**config.mk**
```make
export PLATFORM = sky130hd
export DESIGN_NAME = time_mod_cnt_flat
export DESIGN_NICKNAME = d
export VERILOG_FILES = /design/src/rtl/time_mod_cnt_if.sv /design/src/rtl/time_mod_cnt.sv /design/src/flat_wrapper.sv
export SDC_FILE = /design/constraint.sdc
export NUM_CORES = 1
export LEC_CHECK = 0
export BUFFER_PORTS_ARGS = -buffer_cell sky130_fd_sc_hd__buf_4
export CAP_MARGIN = 20
export CORE_MARGIN = 2
export CORE_UTILIZATION = 58
export DETAILED_ROUTE_END_ITERATION = 7
export HOLD_SLACK_MARGIN = 0.02
export PLACE_DENSITY = 0.86
export SKIP_LAST_GASP = 1
export SLEW_MARGIN = 30
export SYNTH_ARGS = -nofsm -noshare
export SYNTH_HDL_FRONTEND = slang
export SYNTH_SLANG_ARGS = --single-unit
export TNS_END_PERCENT = 100
```
**constraint.sdc**
```tcl
create_clock -name inclk -period 6 [get_ports inclk]
set_clock_uncertainty 0.2 [all_clocks]
set_input_delay 1.2 -clock inclk [delete_from_list [all_inputs] [get_ports inclk]]
set_output_delay 1.2 -clock inclk [all_outputs]
set_load 0.005 [all_outputs]
```
**src/rtl/time_mod_cnt_if.sv**
```systemverilog
// rtl/time_mod_cnt_if.sv - control/status bundle for one modulo-N time-digit counter
interface time_mod_cnt_if #(
    parameter int WIDTH = 6
);
    logic             clr;
    logic             load;
    logic [WIDTH-1:0] load_val;
    logic             en;
    logic             up_dn;
    logic [WIDTH-1:0] cnt;
    logic             carry;
    logic [3:0]       bcd_tens;
    logic [3:0]       bcd_ones;
    logic             load_err;

    modport master (
        output clr, load, load_val, en, up_dn,
        input  cnt, carry, bcd_tens, bcd_ones, load_err
    );

    modport slave (
        input  clr, load, load_val, en, up_dn,
        output cnt, carry, bcd_tens, bcd_ones, load_err
    );
endinterface

```
**src/rtl/time_mod_cnt.sv**
```systemverilog
// rtl/time_mod_cnt.sv - modulo-N up/down time-digit counter with carry pulse and BCD digits
module time_mod_cnt #(
    parameter int MODULO = 60,
    parameter int WIDTH  = 6
) (
    input  logic           inclk,
    input  logic           rst,
    time_mod_cnt_if.slave  bus
);
    localparam logic [WIDTH:0]   MOD_EXT = (WIDTH + 1)'(MODULO);
    localparam logic [WIDTH-1:0] CNT_MAX = WIDTH'(MODULO - 1);

    logic [WIDTH-1:0] cnt_q, cnt_d;
    logic             carry_q, carry_d;
    logic             load_err_q, load_err_d;
    logic [3:0]       bcd_tens_q, bcd_tens_d;
    logic [3:0]       bcd_ones_q, bcd_ones_d;
    logic [7:0]       cnt_ext;

    always_comb begin
        cnt_d      = cnt_q;
        carry_d    = 1'b0;
        load_err_d = 1'b0;
        if (bus.clr) begin
            cnt_d = '0;
        end else if (bus.load) begin
            if ({1'b0, bus.load_val} < MOD_EXT) begin
                cnt_d = bus.load_val;
            end else begin
                load_err_d = 1'b1;
            end
        end else if (bus.en) begin
            // Wrap at MODULO, not at 2**WIDTH; carry doubles as borrow when counting down.
            if (bus.up_dn) begin
                if (cnt_q == CNT_MAX) begin
                    cnt_d   = '0;
                    carry_d = 1'b1;
                end else begin
                    cnt_d = cnt_q + 1'b1;
                end
            end else begin
                if (cnt_q == '0) begin
                    cnt_d   = CNT_MAX;
                    carry_d = 1'b1;
                end else begin
                    cnt_d = cnt_q - 1'b1;
                end
            end
        end
    end

    // Digits derive from the next count so they land on the same edge as cnt.
    always_comb begin
        cnt_ext    = 8'(cnt_d);
        bcd_tens_d = 4'(cnt_ext / 8'd10);
        bcd_ones_d = 4'(cnt_ext % 8'd10);
    end

    always_ff @(posedge inclk or negedge rst) begin
        if (!rst) begin
            cnt_q      <= '0;
            carry_q    <= 1'b0;
            load_err_q <= 1'b0;
            bcd_tens_q <= 4'd0;
            bcd_ones_q <= 4'd0;
        end else begin
            cnt_q      <= cnt_d;
            carry_q    <= carry_d;
            load_err_q <= load_err_d;
            bcd_tens_q <= bcd_tens_d;
            bcd_ones_q <= bcd_ones_d;
        end
    end

    assign bus.cnt      = cnt_q;
    assign bus.carry    = carry_q;
    assign bus.load_err = load_err_q;
    assign bus.bcd_tens = bcd_tens_q;
    assign bus.bcd_ones = bcd_ones_q;
endmodule
```
**src/flat_wrapper.sv**
```systemverilog
// flat-port wrapper written by rule: the top's interface ports become plain ports
module time_mod_cnt_flat 
#(
    parameter int MODULO = 60,
    parameter int WIDTH  = 6
)
  (inclk, rst, bus_clr, bus_load, bus_load_val, bus_en, bus_up_dn, bus_cnt, bus_carry, bus_bcd_tens, bus_bcd_ones, bus_load_err);
  time_mod_cnt_if #(.WIDTH(WIDTH)) bus_i ();
  input  logic inclk;
  input  logic rst;
  input wire logic [$bits(bus_i.clr)-1:0] bus_clr;
  input wire logic [$bits(bus_i.load)-1:0] bus_load;
  input wire logic [$bits(bus_i.load_val)-1:0] bus_load_val;
  input wire logic [$bits(bus_i.en)-1:0] bus_en;
  input wire logic [$bits(bus_i.up_dn)-1:0] bus_up_dn;
  output wire logic [$bits(bus_i.cnt)-1:0] bus_cnt;
  output wire logic [$bits(bus_i.carry)-1:0] bus_carry;
  output wire logic [$bits(bus_i.bcd_tens)-1:0] bus_bcd_tens;
  output wire logic [$bits(bus_i.bcd_ones)-1:0] bus_bcd_ones;
  output wire logic [$bits(bus_i.load_err)-1:0] bus_load_err;
  assign bus_i.clr = bus_clr;
  assign bus_i.load = bus_load;
  assign bus_i.load_val = bus_load_val;
  assign bus_i.en = bus_en;
  assign bus_i.up_dn = bus_up_dn;
  assign bus_cnt = bus_i.cnt;
  assign bus_carry = bus_i.carry;
  assign bus_bcd_tens = bus_i.bcd_tens;
  assign bus_bcd_ones = bus_i.bcd_ones;
  assign bus_load_err = bus_i.load_err;
  time_mod_cnt #(.MODULO(MODULO), .WIDTH(WIDTH)) u_core (.inclk(inclk), .rst(rst), .bus(bus_i));
endmodule
```
==> impl_metrics.tcl, run 1 <==
set metrics [dict create \
    outcome "complete, no violations" \
    relSlewSlack_pct 62.8 \
    drtIter0Drc 33 \
    cts.sinks 14 \
    synth_top_flop_cell "dfrtp_1" \
    ant_nets 0 \
    netlist_area_mm2 0.00126 \
    nFillCells 169 \
    first_global_vias 1101 \
    regArea_um2 350 \
    die_w_um 50.6 \
    htree_num_levels 1 \
    root_buffer "clkbuf_4" \
    cp_slowest_cell "o41a_1" \
    clk_path_buf_depth 2 \
    yosysWarnings 0 \
    wl_per_cell_um 14.7 \
    clk_latency_ns 0.28 \
    rsz0062_at_grt "false" \
    fin_setup_tns_ns 0 \
    met3_usage_pct 3.57 \
    crit_arrival_ns 4.00 \
    utilization_pct 72.0 \
    powerDensity_mw_per_mm2 203 \
    dpl_cell_area_mm2 0.00141 \
    drive_above_1_share_pct 23.5 \
    startpoint_type "primary input" \
    vias 1212 \
    async_flop_share_pct 100 \
    antenna_found_initial 0 \
    post-cts-setup-buffers 0 \
    path_cells "buf_4 -> nor4b_1 -> a41oi_1 -> and3b_1 -> o41a_1 -> and2_1 -> a221oi_1 -> ha_1 -> nor3_1 -> a21oi_1 -> o22ai_1 -> a211o_1" \
    fin_crit_sh_pct 67.0 \
    synth-seq-area-share_pct 27.8 \
    use_met1_pct 28.7 \
    clk_pin_slew_ns 0.08 \
    path_class "in -> reg" \
    grtUsageTotal_pct 24.4 \
    crit_fanout 12 \
    synth_cell_types 52 \
    final_nets 182 \
    hold_path_class "in -> async" \
    dieHeight_um 50.6 \
    ys_ff_latch 14 \
    setup-violations-final 0 \
    overflow 0 \
    cts_tree "built" \
    rows 16 \
    multi_input_area_um2 785 \
    initial_core_util_pct 62.9 \
    grt_util_met2_pct 42.5 \
    hold_viol 0 \
    ir_drop_uv 192 \
    design_area_mm2 0.00144 \
    wirelength_um 2830 \
    cts-resized-gates 0 \
    p_leak_nw 0.667 \
    antennaDiodeCount 0 \
    synth.avg_cell_area_um2 8.39 \
    mostFrequentLayoutCells "26 x buf_4, 14 x a21oi_1, 14 x dfrtp_1" \
    slew_violations 0 \
    port_buffers 26 \
    viasPerCell 6.28 \
    place_congestion 0.894 \
    grt_pass1_wl_um 4800 \
    grt_max_degree 16 \
    required_ns 5.98 \
    numCtsBuffers 3 \
    period_minus_slack_ns 4.02 \
    syn-num-nets 165 \
    hpwl_um 2090 \
    coreArea_mm2 0.00200 \
    dieArea_mm2 0.00256 \
    ios 28 \
    worstMarginPinSlew_ns 0.557 \
    areaGrowthSynthToFinish_pct 14.5 \
    slowest_delay_ns 0.52 \
    hold_buffers 0 \
    final_common_cell "buf_4" \
    fmax_mhz 249 \
    syn-instance-count 150 \
    drc 0 \
    cp-end-kind "register" \
    top_usage_layer "met2" \
    drt_first_pass_iters 4 \
    synth-edff-count 0 \
    cap_violations 0 \
]
==> path summary, 6_finish.rpt <==
kind	startpoint	endpoint	slack [ns]	cells after the start
max reg2reg	u_core.bus.cnt[0]	u_core.bus.bcd_ones[3]	2.20	14
min in group inclk	u_core.bus.cnt[5]	u_core.bus.carry	0.72	2
min reg2reg	u_core.bus.cnt[5]	u_core.bus.carry	0.72	2
min	rst	u_core.bus.bcd_ones[3]	0.55	1
max	bus_up_dn	u_core.bus.bcd_ones[3]	1.98	12
max in group asynchronous	rst	u_core.bus.cnt[1]	4.88	1
==> cell usage after synthesis, types with 4 or more instances <==
cell | number | area (um2)
a21oi_1 | 14 | 70.1
buf_2 | 6 | 30.0
clkbuf_1 | 4 | 15.0
dfrtp_1 | 14 | 350
inv_1 | 11 | 41.3
mux2i_1 | 6 | 60.1
nand2_1 | 7 | 26.3
nor2_1 | 10 | 37.5
nor2b_1 | 5 | 31.3
nor3_1 | 4 | 20.0
nor3b_1 | 4 | 30.0
o21ai_0 | 7 | 35.0
==> registers in the layout, indices dropped and copies added, names as in the netlist <==
name and flops:
u_core.bus.carry 1, u_core.bus.bcd_tens 3, u_core.bus.bcd_ones 3, u_core.bus.load_err 1
u_core.bus.cnt 6
==> cells by family (layout without fill, tap and decap cells) <==
logic type | Yosys count | after routing | share of synthesized area, %
buffers and inverters | 25 | 41 | 9.84
AOI/OAI and AO/OA | 52 | 52 | 31.1
adders and majority gates | 3 | 3 | 2.98
xor gates and xnor gates | 2 | 2 | 1.39
DFF | 14 | 14 | 27.8
and+or+nand+nor | 47 | 47 | 21.8
other | 1 | 1 | 0.298
muxes | 6 | 6 | 4.77
==> power by group <==
group | switching (mW) | total (mW) | internal, mW
Combinational | 0.0550 | 0.108 | 0.0533
Clock | 0.0304 | 0.0674 | 0.0370
Sequential | 0.0126 | 0.117 | 0.104
==> per-layer routing <==
metal,vias to the layer above,part of all wire (%)
met3,7,4.8
li1,585,-
met4,0,2.2
met5,-,0
met1,572,43
met2,48,50
==> critical path, delay by kind of cell <==
| family | cells | cell delay [ns] |
|---|---|---|
| adder cells (fa/ha/maj) | 1 | 0.28 |
| AND/OR/NAND/NOR | 4 | 0.96 |
| AO/OA/AOI/OAI | 6 | 1.40 |
| buffers and inverters | 1 | 0.16 |
==> area by class of cell <==
class                           count  area share, %
Multi-Input combinational cell    111           54.4
Sequential cell                    14           24.3
Timing Repair Buffer               26           13.5
Inverter                           11           2.86
Clock buffer                        4           2.52
Tap cell                           27           2.34
==> through the flow <==
stage                     worst slack, ns  hold slack [ns]  power [mW]  std cells
after global placement               1.84            0.668       0.222        189
after CTS                            2.01            0.542       0.294        193
after global routing                 1.73            0.549       0.311        193
after detailed placement             1.70            0.686       0.226        189
final                                1.98            0.545       0.293        193
after floorplan                      2.01            0.547       0.193        150
No activity file was read; power rests on OpenSTA's default activity.
==> inputs of run 2 (changes only) <==
CORE_UTILIZATION = 54   (was 58)
PLACE_DENSITY = 0.81   (was 0.86)
clock period = 3.85 ns   (was 6 ns; I/O delays follow)
==> run 2 against run 1 <==
  * Critical path depth rose by 1
  * Clock power up 59%
  * Die area rose by 6.8%
  * Sequential share of layout area down 0.52 points
  * Routed wire length grew 9.6%
  * Count of clock-buffer cells in the layout is the same
  * Combinational power increased by 63%
  * Critical path type is now reg -> reg
  * Largest cell class unchanged
==> impl_metrics.tcl, run 2 (synthesized netlist as in run 1, its figures left out) <==
set metrics [dict create \
    fin_crit_sh_pct 93.6 \
    clk_path_buf_depth 2 \
    cp_slowest_cell "dfrtp_1" \
    startpoint_type "register" \
    cp-end-kind "register" \
    die_w_um 52.3 \
    cap_violations 0 \
    coreArea_mm2 0.00221 \
    root_buffer "clkbuf_4" \
    dp_cells 194 \
    worstMarginPinSlew_ns 0.502 \
    wl_per_cell_um 15.7 \
    grt_max_degree 16 \
    regToRegSetupSlack_ns 0.25 \
    final_common_cell "buf_4" \
    place_congestion 0.890 \
    critPathBufInv 2 \
    grtUsageTotal_pct 25.0 \
    path_delay_family "compound AO/OA/AOI/OAI gates" \
    ant_nets 0 \
    crit_fanout 11 \
    rr_worst_depth 13 \
    viasPerCell 6.21 \
    first_global_vias 1120 \
    dieHeight_um 52.3 \
    powerDensity_mw_per_mm2 316 \
    antenna_found_initial 0 \
    rsz0062_at_grt "false" \
    fmax_mhz 278 \
    areaGrowthSynthToFinish_pct 17.0 \
    drc 0 \
    clk_pin_slew_ns 0.09 \
    required_ns 3.82 \
    fin_cells 198 \
    final_nets 186 \
    vias 1229 \
    port_buffers 26 \
    cts_tree "built" \
    drt_first_pass_iters 4 \
    hold_buffers 0 \
    largest_reg_flops 6 \
    setup-violations-final 0 \
    slew_violations 0 \
    ios 28 \
    path_cells "inv_1 -> ha_1 -> or4b_1 -> a221o_1 -> a221o_1 -> o21a_2 -> a21oi_4 -> a221oi_1 -> ha_1 -> inv_1 -> a2bb2oi_1 -> o22ai_1 -> a211o_1" \
    clk_latency_ns 0.27 \
    htree_num_levels 1 \
    dieArea_mm2 0.00273 \
    nFillCells 206 \
    r2r-start "u_core.bus.cnt[0]" \
    overflow 0 \
    ir_drop_uv 239 \
    r2r_end "u_core.bus.bcd_ones[3]" \
    hpwl_um 2320 \
    grt_pass1_wl_um 5150 \
    crit_arrival_ns 3.57 \
    hold_path_class "in -> async" \
    drive_above_1_share_pct 25.3 \
    cts-resized-gates 0 \
    rows 17 \
    path_class "reg -> reg" \
    cts.sinks 14 \
    drtIter0Drc 50 \
    mostFrequentLayoutCells "30 x buf_4, 14 x a21oi_1, 14 x dfrtp_1" \
    relSlewSlack_pct 66.6 \
    slowest_delay_ns 0.49 \
    p_leak_nw 0.687 \
    post-cts-setup-buffers 0 \
    hold_viol 0 \
    outcome "complete, no violations" \
    numCtsBuffers 3 \
    period_minus_slack_ns 3.60 \
    fin_setup_tns_ns 0 \
    wirelength_um 3100 \
    initial_core_util_pct 56.9 \
    antennaDiodeCount 0 \
]
-- run 2: changes by cell type in the layout (fill, tap and decap cells not counted) --
cell   before  now
buf_4      26   30
-- run 2: metal layers --
| layer | part of all wire [%] | wire length [um] | vias to the layer above | global-route usage, % |
|---|---|---|---|---|
| met5 | 0 | 0 | - | 0 |
| met4 | 1.3 | 39 | 0 | 7.69 |
| met3 | 4.6 | 143 | 4 | 3.71 |
| met2 | 52 | 1620 | 43 | 44.0 |
| met1 | 42 | 1300 | 586 | 31.1 |
| li1 | - | - | 596 | - |
-- run 2: worst max-delay path by stage --
stage | from | to | cells past startpoint
3_3_place_gp | bus_up_dn | u_core.bus.bcd_ones[3] | 13
4_1_cts | u_core.bus.cnt[0] | u_core.bus.bcd_ones[3] | 13
6_report | u_core.bus.cnt[0] | u_core.bus.bcd_ones[3] | 13
3_5_place_dp | bus_up_dn | u_core.bus.bcd_ones[3] | 13
5_1_grt | u_core.bus.cnt[0] | u_core.bus.bcd_ones[3] | 14
2_1_floorplan | bus_up_dn | u_core.bus.bcd_ones[3] | 13
-- run 2: cell type report --
cell class	instances	area, um2	area share (%)
multi-input combinational	111	785	53.3
sequential	14	350	23.8
timing repair buffer	30	225	15.3
inverter	11	41.3	2.80
clock buffer	4	36.3	2.46
tap	28	35.0	2.38
-- run 2: power by group --
| group | internal [mW] | total [mW] | switching [mW] | leakage [nW] |
|---|---|---|---|---|
| sequential | 0.163 | 0.182 | 0.0197 | 0.182 |
| combinational | 0.0874 | 0.176 | 0.0891 | 0.483 |
| clock | 0.0574 | 0.107 | 0.0493 | 0.0210 |
-- run 2: stage by stage --
stage | hold WS, ns | util, % | power (mW) | setup WS, ns | area [um2]
final | 0.128 | 66.6 | 0.466 | 0.246 | 1470
after detailed placement | 0.432 | 64.9 | 0.360 | 0.159 | 1440
after global placement | 0.429 | 64.9 | 0.354 | 0.257 | 1440
after floorplan | 0.274 | - | 0.301 | 0.292 | 1260
after CTS | 0.130 | 66.6 | 0.466 | 0.286 | 1470
after global routing | 0.128 | 66.6 | 0.495 | 0.0457 | 1470
